<file path="src/rtl/mul_div_unit.sv">
// Iterative multiply/divide unit: radix-2 shift-add multiply, restoring divide.
// Fixed latency of WIDTH+1 edges from the start edge to the end of the done pulse.
// Optional feature macro MDU_DIV_EN: when defined, the divider datapath is built
// and DIVU/DIV are executed. When undefined, divide ops finish immediately with
// err=1 and hi/lo untouched.
module mul_div_unit #(
  parameter int WIDTH = 32
) (
  input  logic             clk,
  input  logic             rst,
  input  logic             start,
  input  logic [1:0]       op,
  input  logic [WIDTH-1:0] srcA,
  input  logic [WIDTH-1:0] srcB,
  output logic             busy,
  output logic             done,
  output logic             err,
  output logic [WIDTH-1:0] hi,
  output logic [WIDTH-1:0] lo
);

  localparam int CW = $clog2(WIDTH + 1);
  localparam logic [CW-1:0] CNT_INIT = CW'(WIDTH);
  localparam logic [CW-1:0] CNT_ONE  = CW'(1);

  typedef enum logic [1:0] {IDLE, CALC, DONE} state_e;

  state_e               state_q, state_d;
  logic [CW-1:0]        cnt_q, cnt_d;
  logic [1:0]           op_q, op_d;
  logic [WIDTH-1:0]     a_q, a_d, b_q, b_d;
  logic [2*WIDTH-1:0]   acc_q, acc_d;
  logic [WIDTH-1:0]     hi_q, hi_d, lo_q, lo_d;
  logic                 err_q, err_d;

  // Magnitude of an operand; only negated when the op is signed (op[0]).
  function automatic logic [WIDTH-1:0] mag(input logic [WIDTH-1:0] v, input logic sgn);
    return (sgn && v[WIDTH-1]) ? -v : v;
  endfunction

  logic [WIDTH-1:0]   ma, mb;
  assign ma = mag(a_q, op_q[0]);
  assign mb = mag(b_q, op_q[0]);

  // Multiply: acc = {partial sum, remaining multiplier bits}; add then shift right.
  logic [WIDTH:0]     mul_sum;
  logic [2*WIDTH-1:0] mul_n, mul_res;
  logic               mul_neg;
  assign mul_sum = {1'b0, acc_q[2*WIDTH-1:WIDTH]} + {1'b0, (acc_q[0] ? ma : {WIDTH{1'b0}})};
  assign mul_n   = {mul_sum, acc_q[WIDTH-1:1]};
  assign mul_neg = op_q[0] & (a_q[WIDTH-1] ^ b_q[WIDTH-1]);
  assign mul_res = mul_neg ? -mul_n : mul_n;

  logic [2*WIDTH-1:0] acc_next;

`ifdef MDU_DIV_EN
  // Divide: acc = {partial remainder, dividend bits / quotient bits}; shift left,
  // trial-subtract, keep the difference only when it does not underflow.
  logic [WIDTH:0]     div_sh;
  logic               div_ge;
  logic [WIDTH-1:0]   div_diff, div_rem, q_fix, r_fix;
  logic [2*WIDTH-1:0] div_n;
  assign div_sh   = {acc_q[2*WIDTH-1:WIDTH], acc_q[WIDTH-1]};
  assign div_ge   = div_sh >= {1'b0, mb};
  assign div_diff = div_sh[WIDTH-1:0] - mb;
  assign div_rem  = div_ge ? div_diff : div_sh[WIDTH-1:0];
  assign div_n    = {div_rem, acc_q[WIDTH-2:0], div_ge};
  // Quotient truncates toward zero; remainder follows the dividend's sign.
  // MIN / -1 falls out naturally: |q| = 2^(W-1) negates back to MIN.
  assign q_fix    = (op_q[0] & (a_q[WIDTH-1] ^ b_q[WIDTH-1])) ? -div_n[WIDTH-1:0]
                                                                : div_n[WIDTH-1:0];
  assign r_fix    = (op_q[0] & a_q[WIDTH-1]) ? -div_n[2*WIDTH-1:WIDTH]
                                             : div_n[2*WIDTH-1:WIDTH];
  assign acc_next = op_q[1] ? div_n : mul_n;
`else
  assign acc_next = mul_n;
`endif

  // Next-state and datapath update; every register holds unless its state says otherwise.
  always_comb begin
    state_d = state_q;
    cnt_d   = cnt_q;
    op_d    = op_q;
    a_d     = a_q;
    b_d     = b_q;
    acc_d   = acc_q;
    hi_d    = hi_q;
    lo_d    = lo_q;
    err_d   = err_q;
    unique case (state_q)
      IDLE: begin
        if (start) begin
          op_d  = op;
          a_d   = srcA;
          b_d   = srcB;
          err_d = 1'b0;
`ifdef MDU_DIV_EN
          cnt_d   = CNT_INIT;
          acc_d   = op[1] ? {{WIDTH{1'b0}}, mag(srcA, op[0])}
                          : {{WIDTH{1'b0}}, mag(srcB, op[0])};
          state_d = CALC;
`else
          if (op[1]) begin
            // No divider: report the op as unsupported right away.
            err_d   = 1'b1;
            state_d = DONE;
          end else begin
            cnt_d   = CNT_INIT;
            acc_d   = {{WIDTH{1'b0}}, mag(srcB, op[0])};
            state_d = CALC;
          end
`endif
        end
      end
      CALC: begin
        cnt_d = cnt_q - CNT_ONE;
        acc_d = acc_next;
        if (cnt_q == CNT_ONE) begin
          state_d = DONE;
          if (op_q[1]) begin
`ifdef MDU_DIV_EN
            if (b_q == '0) begin
              lo_d  = '1;
              hi_d  = a_q;
              err_d = 1'b1;
            end else begin
              lo_d  = q_fix;
              hi_d  = r_fix;
              err_d = 1'b0;
            end
`else
            err_d = 1'b1;
`endif
          end else begin
            {hi_d, lo_d} = mul_res;
            err_d        = 1'b0;
          end
        end
      end
      DONE:    state_d = IDLE;
      default: state_d = IDLE;
    endcase
  end

  // State and datapath registers.
  always_ff @(posedge clk or posedge rst) begin
    if (rst) begin
      state_q <= IDLE;
      cnt_q   <= '0;
      op_q    <= '0;
      a_q     <= '0;
      b_q     <= '0;
      acc_q   <= '0;
      hi_q    <= '0;
      lo_q    <= '0;
      err_q   <= 1'b0;
    end else begin
      state_q <= state_d;
      cnt_q   <= cnt_d;
      op_q    <= op_d;
      a_q     <= a_d;
      b_q     <= b_d;
      acc_q   <= acc_d;
      hi_q    <= hi_d;
      lo_q    <= lo_d;
      err_q   <= err_d;
    end
  end

  assign busy = (state_q != IDLE);
  assign done = (state_q == DONE);
  assign err  = err_q;
  assign hi   = hi_q;
  assign lo   = lo_q;

endmodule
</file>
<file path="config.mk">
export PLATFORM = sky130hd
export DESIGN_NAME = mul_div_unit
export DESIGN_NICKNAME = d
export VERILOG_FILES = /design/src/rtl/mul_div_unit.sv
export SDC_FILE = /design/constraint.sdc
export NUM_CORES = 1
export LEC_CHECK = 0
export CORE_UTILIZATION = 39
export CTS_BUF_LIST = sky130_fd_sc_hd__clkbuf_4 sky130_fd_sc_hd__clkbuf_8
export CTS_CLUSTER_DIAMETER = 120
export DETAILED_ROUTE_END_ITERATION = 10
export MAX_ROUTING_LAYER = met4
export SYNTH_ARGS = -nofsm -noshare
export SYNTH_HDL_FRONTEND = slang
export SYNTH_SLANG_ARGS = --single-unit
</file>
<file path="constraint.sdc">
create_clock -name clk -period 5.8 [get_ports clk]
set_input_delay 0.87 -clock clk [delete_from_list [all_inputs] [get_ports clk]]
set_output_delay 0.87 -clock clk [all_outputs]
set_load 0.02 [all_outputs]
</file>
==> results_dict.tcl, run 1 <==
set metrics [dict create \
    cp.arrival_ps 5810 \
    grt_usage_pct 22.67 \
    wl_mm 31.49 \
    worst_slack_ps 341.5 \
    finalCoreUtilization_pct 48.33 \
    remaining_max_slew_budget_at_the_tightest_pin_pct 33.29 \
    critical_path_required_ps 6150 \
    grt.overflow.total 0 \
    comb_power_share_pct 59.7 \
    setup_total_negative_slack_ps 0 \
    worst_pin_slew_ps 998.0 \
    cts_hold_repair.buffers 0 \
    cts_sinks 172 \
    io_buffer_count 135 \
    total_leakage_power_nw 5.606 \
    grt_start_max_net_pins 107 \
    vias 9774 \
    drt.antenna.violating_nets 0 \
    number_of_global_route_vias_before_repair 9238 \
    pre_cts_ws_ps 211.9 \
    yosys_warnings 0 \
    gpl.final_weighted_congestion 0.9504 \
    timing.hold.worst_path_depth 2 \
    report.final.slew_viol_count 0 \
    timing.final.crit_period_ps 5459 \
    placed_cells_incl_taps 1744 \
    coreArea_um2 27930 \
    global_route_wire_length_before_repair_mm 49.96 \
    floorplan.io_pins 136 \
    worst_skew_pair.late_latency_ps 480 \
    initial_utilization_pct 39.86 \
    pwr-share-clk_pct 11.9 \
    postSynthNetCount 1363 \
    clkSlewWorstSetupHoldPaths_ps 100 \
    share_of_synthesized_area_spent_on_multiplexers_pct 3.427 \
    h-tree-depth 4 \
    synth-edff-count 0 \
    switchingPower_mw 3.598 \
    finalSetupViolCount 0 \
    detail_route.wl_per_cell_um 17.73 \
    synth_xor_area_share_pct 11.01 \
    finalHoldViolations 0 \
    post-route-period-util_pct 94.11 \
    tritoncts "yes" \
    worst-r2r-cell-count 16 \
    busiest_layer "met2" \
    ctsRootBufferMaster "clkbuf_8" \
    worst_setup_path_end_kind "flip-flop" \
    critical_path.max_fanout 10 \
    synth_async_sr_flop_share_pct 100.0 \
    groute.layer.met1.usage_pct 31.82 \
    synth_cells 1256 \
    status "finished, final reports clean" \
    estimated_wirelength_of_the_detail_placed_design_mm 23.36 \
    route.detailed.drc 0 \
    fraction_of_final_layout_cells_with_drive_strength_greater_than_1_pct 9.449 \
    startpoint_type "flip-flop" \
    fill_cell_count 2803 \
    first_pass_iters 5 \
    syn_area_um2 11140 \
    synth.distinct_cells 70 \
    synth_compound_gate_area_share_pct 22.22 \
    vdd.ir_drop.worst_uv 318.5 \
    power_per_cell_area_nw_per_um2 568.0 \
    hold_path_class "flip-flop to flip-flop" \
    fp.dieH_um 171.0 \
    post_drt_via_cell_ratio 5.503 \
    synthAdderAreaFrac_pct 4.337 \
    power_report.internal_total_mw 4.071 \
    grt_met2_use_pct 33.44 \
    synthesized_flop_and_latch_total 172 \
    seq_power_share_pct 28.4 \
    crit_type "flip-flop to flip-flop" \
    maxClockFrequency_ghz 0.1832 \
    synth_simple_gate_area_share_pct 17.12 \
    cap_viol_max_count 0 \
    cts-buffers-inserted 17 \
    detailedRoute.firstIterationViolations 669 \
    rows 61 \
    synth_top_family_by_area "compound AO/OA/AOI/OAI gates" \
    cts.path.max_buffers 2 \
    area_delta_synth_final_pct 21.25 \
    global_route_track_usage_on_met3_pct 2.614 \
    timing.clock.skew_ps 14.82 \
    synthFlopType "dfrtp_1" \
    fin_cells 1776 \
    finish.net_count 1492 \
    synth.avg_cell_area_um2 8.866 \
    antenna_violations_before_repair 1 \
    synth_seq_area_share_pct 38.65 \
    chipWidth_um 171.0 \
    die-area_um2 29230 \
    power_switching_share_pct 46.92 \
]
-- worst max-delay path, cell delays in order, from the launching register on --
cell	delay, ps
dfrtp_1	430
or4_1	630
nor4_2	340
a21oi_1	130
xor2_1	150
and2_1	160
ha_1	400
a21oi_1	220
o21ai_0	160
a2111o_1	410
o211a_1	160
or4_1	470
or4_4	470
or4b_4	590
o41ai_2	380
xor2_1	180
o21ai_1	70
-- cell families (layout without fill, tap and decap cells) --
kind of cell / after synthesis / in the layout
compound gates: 400 / 400
xor+xnor: 140 / 140
fa+ha+maj: 38 / 38
buf+inv: 95 / 236
flops: 172 / 172
mux: 34 / 34
other cells: 0 / 1
simple gates: 377 / 377
-- power by group through the flow --
stage                     clock, mW  combinational (mW)  sequential, mW
after global placement            0                4.51            2.19
after detailed placement          0                4.55            2.20
after floorplan                   0                2.95            2.24
final                         0.911                4.58            2.18
after global routing          0.984                5.03            2.26
after CTS                     0.938                4.57            2.18
-- registers in the layout, indices dropped and copies added, names as in the netlist --
register and count:
acc_q 64, a_q 32, hi 32, lo 32, cnt_q 6, op_q 2, state_q 2, b_q 1
err 1
-- metal layers --
layer / wire (um) / up-vias / share of wire (%)
met5: 0 / - / 0
met4: 830 / 0 / 2.6
met3: 1106 / 42 / 3.5
met2: 14240 / 215 / 45
met1: 15310 / 4723 / 49
li1: - / 4794 / -
-- cells in the final DEF, fill, tap and decap left out, types with 5 or more instances in the layout --
cell and count:
nand2b_1 7, a21oi_1 81, clkdlybuf4s50_1 135, clkbuf_8 19
xor2_1 57, a22oi_1 32, o22ai_1 5, inv_6 5
mux2_2 33, a31oi_1 10, ha_1 37, o21ai_0 159
nor4_1 16, nand3_1 7, o21a_1 6, nor3_1 23
a211oi_1 7, inv_1 29, buf_4 39, o31ai_1 17
and2_1 33, nor2_1 76, xnor2_1 83, o41ai_1 10
o21bai_1 5, a21o_1 7, o211ai_1 6, nand4_1 9
and3_1 12, nand2_1 137, or3_1 10, or4_1 7
a22o_1 25, dfrtp_1 172
-- worst paths after layout --
kind	startpoint	to	slack (ps)
max	a_q[9]$_DFFE_PP0P_	hi[30]$_DFFE_PP0P_	340
min	hi[13]$_DFFE_PP0P_	hi[13]$_DFFE_PP0P_	480
max reg2reg	a_q[9]$_DFFE_PP0P_	hi[30]$_DFFE_PP0P_	340
min reg2reg	hi[13]$_DFFE_PP0P_	hi[13]$_DFFE_PP0P_	480
max in group asynchronous	rst	acc_q[49]$_DFFE_PP0P_	3910
min in group asynchronous	rst	lo[16]$_DFFE_PP0P_	850
-- synth_stat cells (6+ instances only) --
cell      instances  area share (%)
or4_1             7            0.47
and3_1           12            0.67
a22o_1           25             2.0
xor2_1           57             4.5
clkbuf_1         60             2.0
o21a_1            6            0.40
dfrtp_1         172              39
a21o_1            7            0.47
o21ai_0         159             7.1
or3_1            10            0.56
nand4_1           9            0.51
nand2_1         138             4.7
nor2_1           76             2.6
o21bai_1          6            0.40
ha_1             37             4.2
nand3_1           7            0.31
a31oi_1          10            0.56
nor3_1           23             1.0
a21oi_1          81             3.6
nand2b_1          7            0.39
o211ai_1          6            0.40
xnor2_1          83             6.5
nor4_1           19             1.1
inv_1            30             1.0
and2_1           34             1.9
mux2_2           33             3.3
o31ai_1          17             1.1
a22oi_1          32             2.2
o41ai_1          10            0.79
a211oi_1          8            0.54
-- area by class of cell --
cell class	count	area (um^2)	area share [%]
antenna	1	2.502	0.01853
clock buffer	19	261.5	1.937
clock inverter	12	150.1	1.112
inverter	30	117.6	0.8711
multi-input combinational	989	6529	48.36
sequential	172	4304	31.88
tap	378	473.0	3.503
timing repair buffer	175	1664	12.33
-- per-stage QoR --
stage | power (mW) | instance area, um^2 | hold WS [ps]
after floorplan | 5.189 | 11140 | 456.3
after global placement | 6.707 | 13060 | 459.7
after detailed placement | 6.750 | 13060 | 470.1
after CTS | 7.686 | 13480 | 492.8
after global routing | 8.269 | 13500 | 506.0
final | 7.669 | 13500 | 482.7
-- what timing repair did --
item	CTS	global route
setup buffers	0	0
setup endpoints to repair	0	7
resized for setup	0	4
endpoints found under the hold margin	0	0
(Power assumes the default switching activity.)
==> inputs of run 2 (changes only) <==
- GPL_TIMING_DRIVEN: default -> 0
- TNS_END_PERCENT: default -> 1
==> run 2 against run 1 <==
- largest cell class unchanged
- highest routed layer unchanged
- global-route usage grew 1.8 points
- critical path type unchanged
- core utilization is 0.40 points higher
- routed wire length increased by 7.4%
- sequential power about the same
- clock skew is 10 ps higher
- setup slack got worse by 77 ps
- die area did not move
==> results_dict.tcl, run 2 (synthesis gave the netlist of run 1 again) <==
set metrics [dict create \
    power_per_cell_area_nw_per_um2 570.4 \
    hold_path_class "flip-flop to flip-flop" \
    busiest_layer "met2" \
    worstReg2RegEnd "hi[30]$_DFFE_PP0P_" \
    power_switching_share_pct 49.44 \
    power_report.internal_total_mw 3.927 \
    placed_area_um2 13000 \
    seq_power_share_pct 27.9 \
    worstReg2RegStart "op_q[0]$_DFFE_PP0P_" \
    timing.clock.skew_ps 25.23 \
    fraction_of_final_layout_cells_with_drive_strength_greater_than_1_pct 8.626 \
    chipWidth_um 171.0 \
    io_buffer_count 135 \
    worst_pin_slew_ps 1376 \
    estimated_wirelength_of_the_detail_placed_design_mm 25.56 \
    crit_type "flip-flop to flip-flop" \
    report.final.slew_viol_count 0 \
    grt_start_max_net_pins 101 \
    gpl.final_weighted_congestion 0.9255 \
    worst-r2r-cell-count 17 \
    cts_hold_repair.buffers 0 \
    post_drt_via_cell_ratio 5.527 \
    grt.overflow.total 0 \
    worst_hold_launch "lo[11]$_DFFE_PP0P_" \
    tritoncts "yes" \
    grt_usage_pct 24.47 \
    pwr-share-clk_pct 11.6 \
    route.detailed.drc 0 \
    global_route_track_usage_on_met3_pct 3.146 \
    layout.cells.most_common "dfrtp_1" \
    final_cell_area_um2 13610 \
    worst_setup_path_end_kind "flip-flop" \
    number_of_global_route_vias_before_repair 9505 \
    total_leakage_power_nw 5.533 \
    ctsRootBufferMaster "clkbuf_8" \
    critical_path_required_ps 6200 \
    maxClockFrequency_ghz 0.1807 \
    comb_power_share_pct 60.6 \
    groute.layer.met1.usage_pct 34.83 \
    cp.arrival_ps 5930 \
    grt_met2_use_pct 36.23 \
    antenna_violations_before_repair 1 \
    cts.path.max_buffers 2 \
    cap_viol_max_count 0 \
    remaining_max_slew_budget_at_the_tightest_pin_pct 6.979 \
    finish.net_count 1520 \
    timing.critical_path.slowest_stage_cell "or4b_4" \
    worst_skew_pair.late_latency_ps 510 \
    coreArea_um2 27930 \
    cts_sinks 172 \
    first_pass_iters 5 \
    h-tree-depth 4 \
    initial_utilization_pct 39.86 \
    status "finished, final reports clean" \
    max_flop_register "acc_q" \
    switchingPower_mw 3.839 \
    post-route-period-util_pct 95.44 \
    wl_mm 33.81 \
    vdd.ir_drop.worst_uv 224.7 \
    total_power_mw 7.766 \
    vias 9977 \
    hold_end "lo[11]$_DFFE_PP0P_" \
    critical_path.max_fanout 10 \
    timing.final.crit_period_ps 5535 \
    global_route_wire_length_before_repair_mm 52.98 \
    slack_of_the_worst_reg_to_reg_path_ps 260 \
    drt.antenna.violating_nets 0 \
    rows 61 \
    floorplan.io_pins 136 \
    cts-buffers-inserted 17 \
    detail_route.wl_per_cell_um 18.73 \
    finalSetupViolCount 0 \
    area_delta_synth_final_pct 22.26 \
    worst_hold_slack_ps 486.7 \
    timing.hold.worst_path_depth 2 \
    largest_stage_delay_worst_path_ps 610 \
    startpoint_type "flip-flop" \
    fp.dieH_um 171.0 \
    crit_chain "and2_1 > clkbuf_1 > clkbuf_2 > o31ai_1 > xnor2_1 > and2_1 > ha_1 > o211ai_1 > o211ai_1 > a31oi_1 > xnor2_1 > or4_4 > or4_4 > or4b_4 > o41ai_4 > xor2_1 > o21ai_1" \
    finalCoreUtilization_pct 48.74 \
    layout_common_cells "dfrtp_1 (170), o21ai_0 (154), nand2_1 (137)" \
    clkSlewWorstSetupHoldPaths_ps 120 \
    die-area_um2 29230 \
    worst_setup_path_startpoint "op_q[0]$_DFFE_PP0P_" \
    finalHoldViolations 0 \
    flip_flop_count_of_the_largest_register_after_layout 64 \
    detailedRoute.firstIterationViolations 716 \
]
## run 2: cell types whose count changed in the layout (fill, tap and decap cells not counted), sizes merged
cell / previous run / this run
clkbuf: 19 / 74
buf: 40 / 12
clkinv: 2 / 6
bufinv: 2 / 0
clkinvlp: 1 / 0
inv: 37 / 38
## run 2: layout make-up
type                            instances  area, um^2
Fill cell                            2752       14320
Multi-Input combinational cell        989        6640
Sequential cell                       172        4307
Timing Repair Buffer                  142        1424
Tap cell                              378       473.0
Clock buffer                           18       247.7
Buffer                                 61       232.7
Clock inverter                         14       167.7
Inverter                               30       120.1
Antenna cell                            1       2.502
## run 2: worst max-delay path by stage
| stage | to | slack [ps] | depth (start not counted) |
|---|---|---|---|
| 4_1_cts | hi[30]$_DFFE_PP0P_ | 20 | 19 |
| 5_1_grt | hi[30]$_DFFE_PP0P_ | -30 | 20 |
| 2_1_floorplan | a_q[0]$_DFFE_PP0P_ | 270 | 1 |
| 3_3_place_gp | a_q[29]$_DFFE_PP0P_ | -2300 | 2 |
| 6_report | hi[30]$_DFFE_PP0P_ | 260 | 17 |
| 3_5_place_dp | hi[30]$_DFFE_PP0P_ | -730 | 16 |
## run 2: worst max-delay path, delay by kind of cell, from the launching register on
kind,cells,cell delay [ps]
compound gates,6,1480
xor+xnor,3,590
fa+ha+maj,1,350
buf+inv,2,510
flops,1,480
simple gates,5,2000
## run 2: power by group through the flow
stage | Sequential, mW | Clock, mW | Combinational [mW]
after global placement | 2.16 | 0 | 4.49
after floorplan | 2.24 | 0 | 2.95
final | 2.16 | 0.897 | 4.70
after detailed placement | 2.17 | 0 | 4.54
after global routing | 2.24 | 0.964 | 5.15
after CTS | 2.16 | 0.919 | 4.59
## run 2: metal layers
metal	vias up	routed length (um)
li1	4872	-
met1	4841	16690
met2	222	15130
met3	42	1250
met4	0	744
met5	-	0
## run 2: stage by stage
step / TNS, ps / cells / setup slack, ps
6_report: 0 / 1805 / 264.6
5_1_grt: -60.40 / 1805 / -33.28
3_5_place_dp: -4923 / 1770 / -727.4
3_3_place_gp: -396530 / 1769 / -2297
2_1_floorplan: 0 / 1256 / 269.9
4_1_cts: 0 / 1804 / 15.05
## run 2: timing repair
action	CTS	global route
pin swaps	3	4
setup endpoints to repair	13	9
buffers inserted	2	4
gates resized for setup	18	24
endpoints found under the hold margin	0	0
==> inputs of run 3 (changes only) <==
- ABC_AREA: default -> 1
==> run 3 against run 2 <==
- synthesized cell count grew 52%
- register-to-register slack gained 720 ps
- first-iteration DRC count grew 24%
- total power grew 5.1%
- clock skew shrank 6.5 ps
- via count grew 27%
- non-clock buffer count shrank 15
- hold slack lost 3.0 ps
- critical path type unchanged
==> results_dict.tcl, run 3 <==
set metrics [dict create \
    first_pass_iters 5 \
    vdd.ir_drop.worst_uv 240.4 \
    remaining_max_slew_budget_at_the_tightest_pin_pct 45.42 \
    wl_mm 41.39 \
    cts-buffers-inserted 17 \
    yosysMostFrequentCell "nand2_1" \
    status "finished, final reports clean" \
    layout_common_cells "nand2_1 (628), inv_1 (236), dfrtp_1 (172)" \
    timing.clock.skew_ps 18.73 \
    postSynthNetCount 2011 \
    fp.dieH_um 182.5 \
    synth_cells 1904 \
    finalSetupViolCount 0 \
    synthFlopType "dfrtp_1" \
    worst_skew_pair.late_latency_ps 510 \
    route.detailed.drc 0 \
    largest_stage_delay_worst_path_ps 400 \
    finalCoreUtilization_pct 47.38 \
    worst_path_most_repeated_cell "nand2_1" \
    grt_start_max_net_pins 109 \
    post_cts_buffers 0 \
    total_leakage_power_nw 7.414 \
    synth.distinct_cells 52 \
    placed_area_um2 14640 \
    timing.final.crit_period_ps 4818 \
    global_route_wire_length_before_repair_mm 65.55 \
    detail_route.wl_per_cell_um 16.51 \
    final_cell_area_um2 15070 \
    h-tree-depth 4 \
    antenna_cells 0 \
    vias 12676 \
    antenna_violations_before_repair 0 \
    power_per_cell_area_nw_per_um2 541.7 \
    drt.antenna.violating_nets 0 \
    rsz0062_at_grt "no" \
    hold_path_class "flip-flop to flip-flop" \
    post-route-period-util_pct 83.07 \
    synth_seq_area_share_pct 33.87 \
    grt_usage_pct 26.25 \
    worst_setup_path_end_kind "flip-flop" \
    pre_cts_ws_ps 1123 \
    die-area_um2 33310 \
    clkSlewWorstSetupHoldPaths_ps 90 \
    netlist.area_leader.share_pct 33.87 \
    critical_path.max_fanout 6 \
    cts_hold_repair.buffers 0 \
    startpoint_type "flip-flop" \
    setup_total_negative_slack_ps 0 \
    coreArea_um2 31800 \
    post_cts_resized 0 \
    floorplan.io_pins 136 \
    fraction_of_final_layout_cells_with_drive_strength_greater_than_1_pct 6.612 \
    report.final.slew_viol_count 0 \
    synth.avg_cell_area_um2 6.675 \
    post_drt_via_cell_ratio 5.056 \
    worst_pin_slew_ps 818.7 \
    number_of_global_route_vias_before_repair 12160 \
    layout.cells.most_common "nand2_1" \
    rows 65 \
    timing.critical_path.slowest_stage_cell "ha_1" \
    cp.arrival_ps 5210 \
    chipWidth_um 182.5 \
    synth_top_cell_by_area "dfrtp_1" \
    finalHoldViolations 0 \
    area_delta_synth_final_pct 18.56 \
    syn_area_um2 12710 \
    synth.top_cells.by_area "dfrtp_1 (34%), nand2_1 (19%), inv_1 (7.0%)" \
    synth-edff-count 0 \
    detailedRoute.firstIterationViolations 889 \
    cts.path.max_buffers 2 \
    fill_cell_count 3344 \
    synthesized_flop_and_latch_total 172 \
    critical_path_required_ps 6200 \
    tritoncts "yes" \
    finish.net_count 2166 \
    gpl.final_weighted_congestion 0.9149 \
    cap_viol_max_count 0 \
    cts_sinks 172 \
    flip_flop_count_of_the_largest_register_after_layout 64 \
    yosys-top-cells-count "nand2_1 (628), inv_1 (237), dfrtp_1 (172)" \
    initial_utilization_pct 39.96 \
    worst_slack_ps 981.7 \
    yosys_warnings 0 \
    maxClockFrequency_ghz 0.2075 \
    estimated_wirelength_of_the_detail_placed_design_mm 33.34 \
    ctsRootBufferMaster "clkbuf_8" \
    max_flop_register "acc_q" \
    crit_type "flip-flop to flip-flop" \
    synth_async_sr_flop_share_pct 100.0 \
    io_buffer_count 135 \
    grt.overflow.total 0 \
]
==> run 3: cell type report <==
class | instances | area, um^2 | area share [%]
Multi-Input combinational cell | 1434 | 7266 | 48.22
Sequential cell | 172 | 4304 | 28.57
Timing Repair Buffer | 136 | 1379 | 9.151
Inverter | 246 | 930.9 | 6.178
Tap cell | 435 | 544.3 | 3.612
Clock buffer | 18 | 247.7 | 1.644
Buffer | 52 | 215.2 | 1.428
Clock inverter | 14 | 180.2 | 1.196
==> run 3: cells by family after synthesis <==
family	count (synthesis)	share of synthesized area, %
adder cells (fa/ha/maj)	38	3.800
buffers and inverters	298	8.959
XOR/XNOR	65	4.480
flip-flops	172	33.87
AND/OR/NAND/NOR	1051	36.34
AO/OA/AOI/OAI	280	12.55
==> run 3: stage by stage <==
| step | power, mW | instances | hold WS (ps) |
|---|---|---|---|
| after floorplan | 5.481 | 1904 | 457.4 |
| after global placement | 7.141 | 2474 | 463.6 |
| after detailed placement | 7.198 | 2475 | 465.2 |
| after CTS | 8.179 | 2507 | 489.1 |
| after global routing | 8.850 | 2507 | 507.2 |
| final | 8.163 | 2507 | 483.7 |
==> run 3: worst max-delay path: cells and delay by family, from the launching register on <==
kind            cells  cell delay (ps)
simple gates       19             2490
compound gates      6             1070
fa+ha+maj           2              580
flops               1              390
buf+inv             2              160
==> run 3: path summary, 6_finish.rpt <==
kind,cells past startpoint,slack [ps],endpoint,from
setup / recovery,29,980,hi[29]$_DFFE_PP0P_,a_q[1]$_DFFE_PP0P_
hold / removal,2,480,hi[28]$_DFFE_PP0P_,hi[28]$_DFFE_PP0P_
setup reg to reg,29,980,hi[29]$_DFFE_PP0P_,a_q[1]$_DFFE_PP0P_
hold reg to reg,2,480,hi[28]$_DFFE_PP0P_,hi[28]$_DFFE_PP0P_
max in group asynchronous,3,4070,hi[31]$_DFFE_PP0P_,rst
min in group asynchronous,2,790,a_q[4]$_DFFE_PP0P_,rst
==> run 3: power breakdown <==
group	leakage, nW	internal (mW)	switching [mW]	total (mW)
clock	0.217	0.447	0.511	0.958
sequential	2.24	1.68	0.460	2.14
combinational	4.95	1.72	3.34	5.06
==> run 3: metal layers <==
layer	routed length (um)	share of wire [%]	track usage, %	up-vias
li1	-	-	-	6397
met1	18870	46	32.52	5935
met2	19880	48	43.85	282
met3	1334	3.2	3.073	62
met4	1296	3.1	9.815	0
met5	0	0	-	-
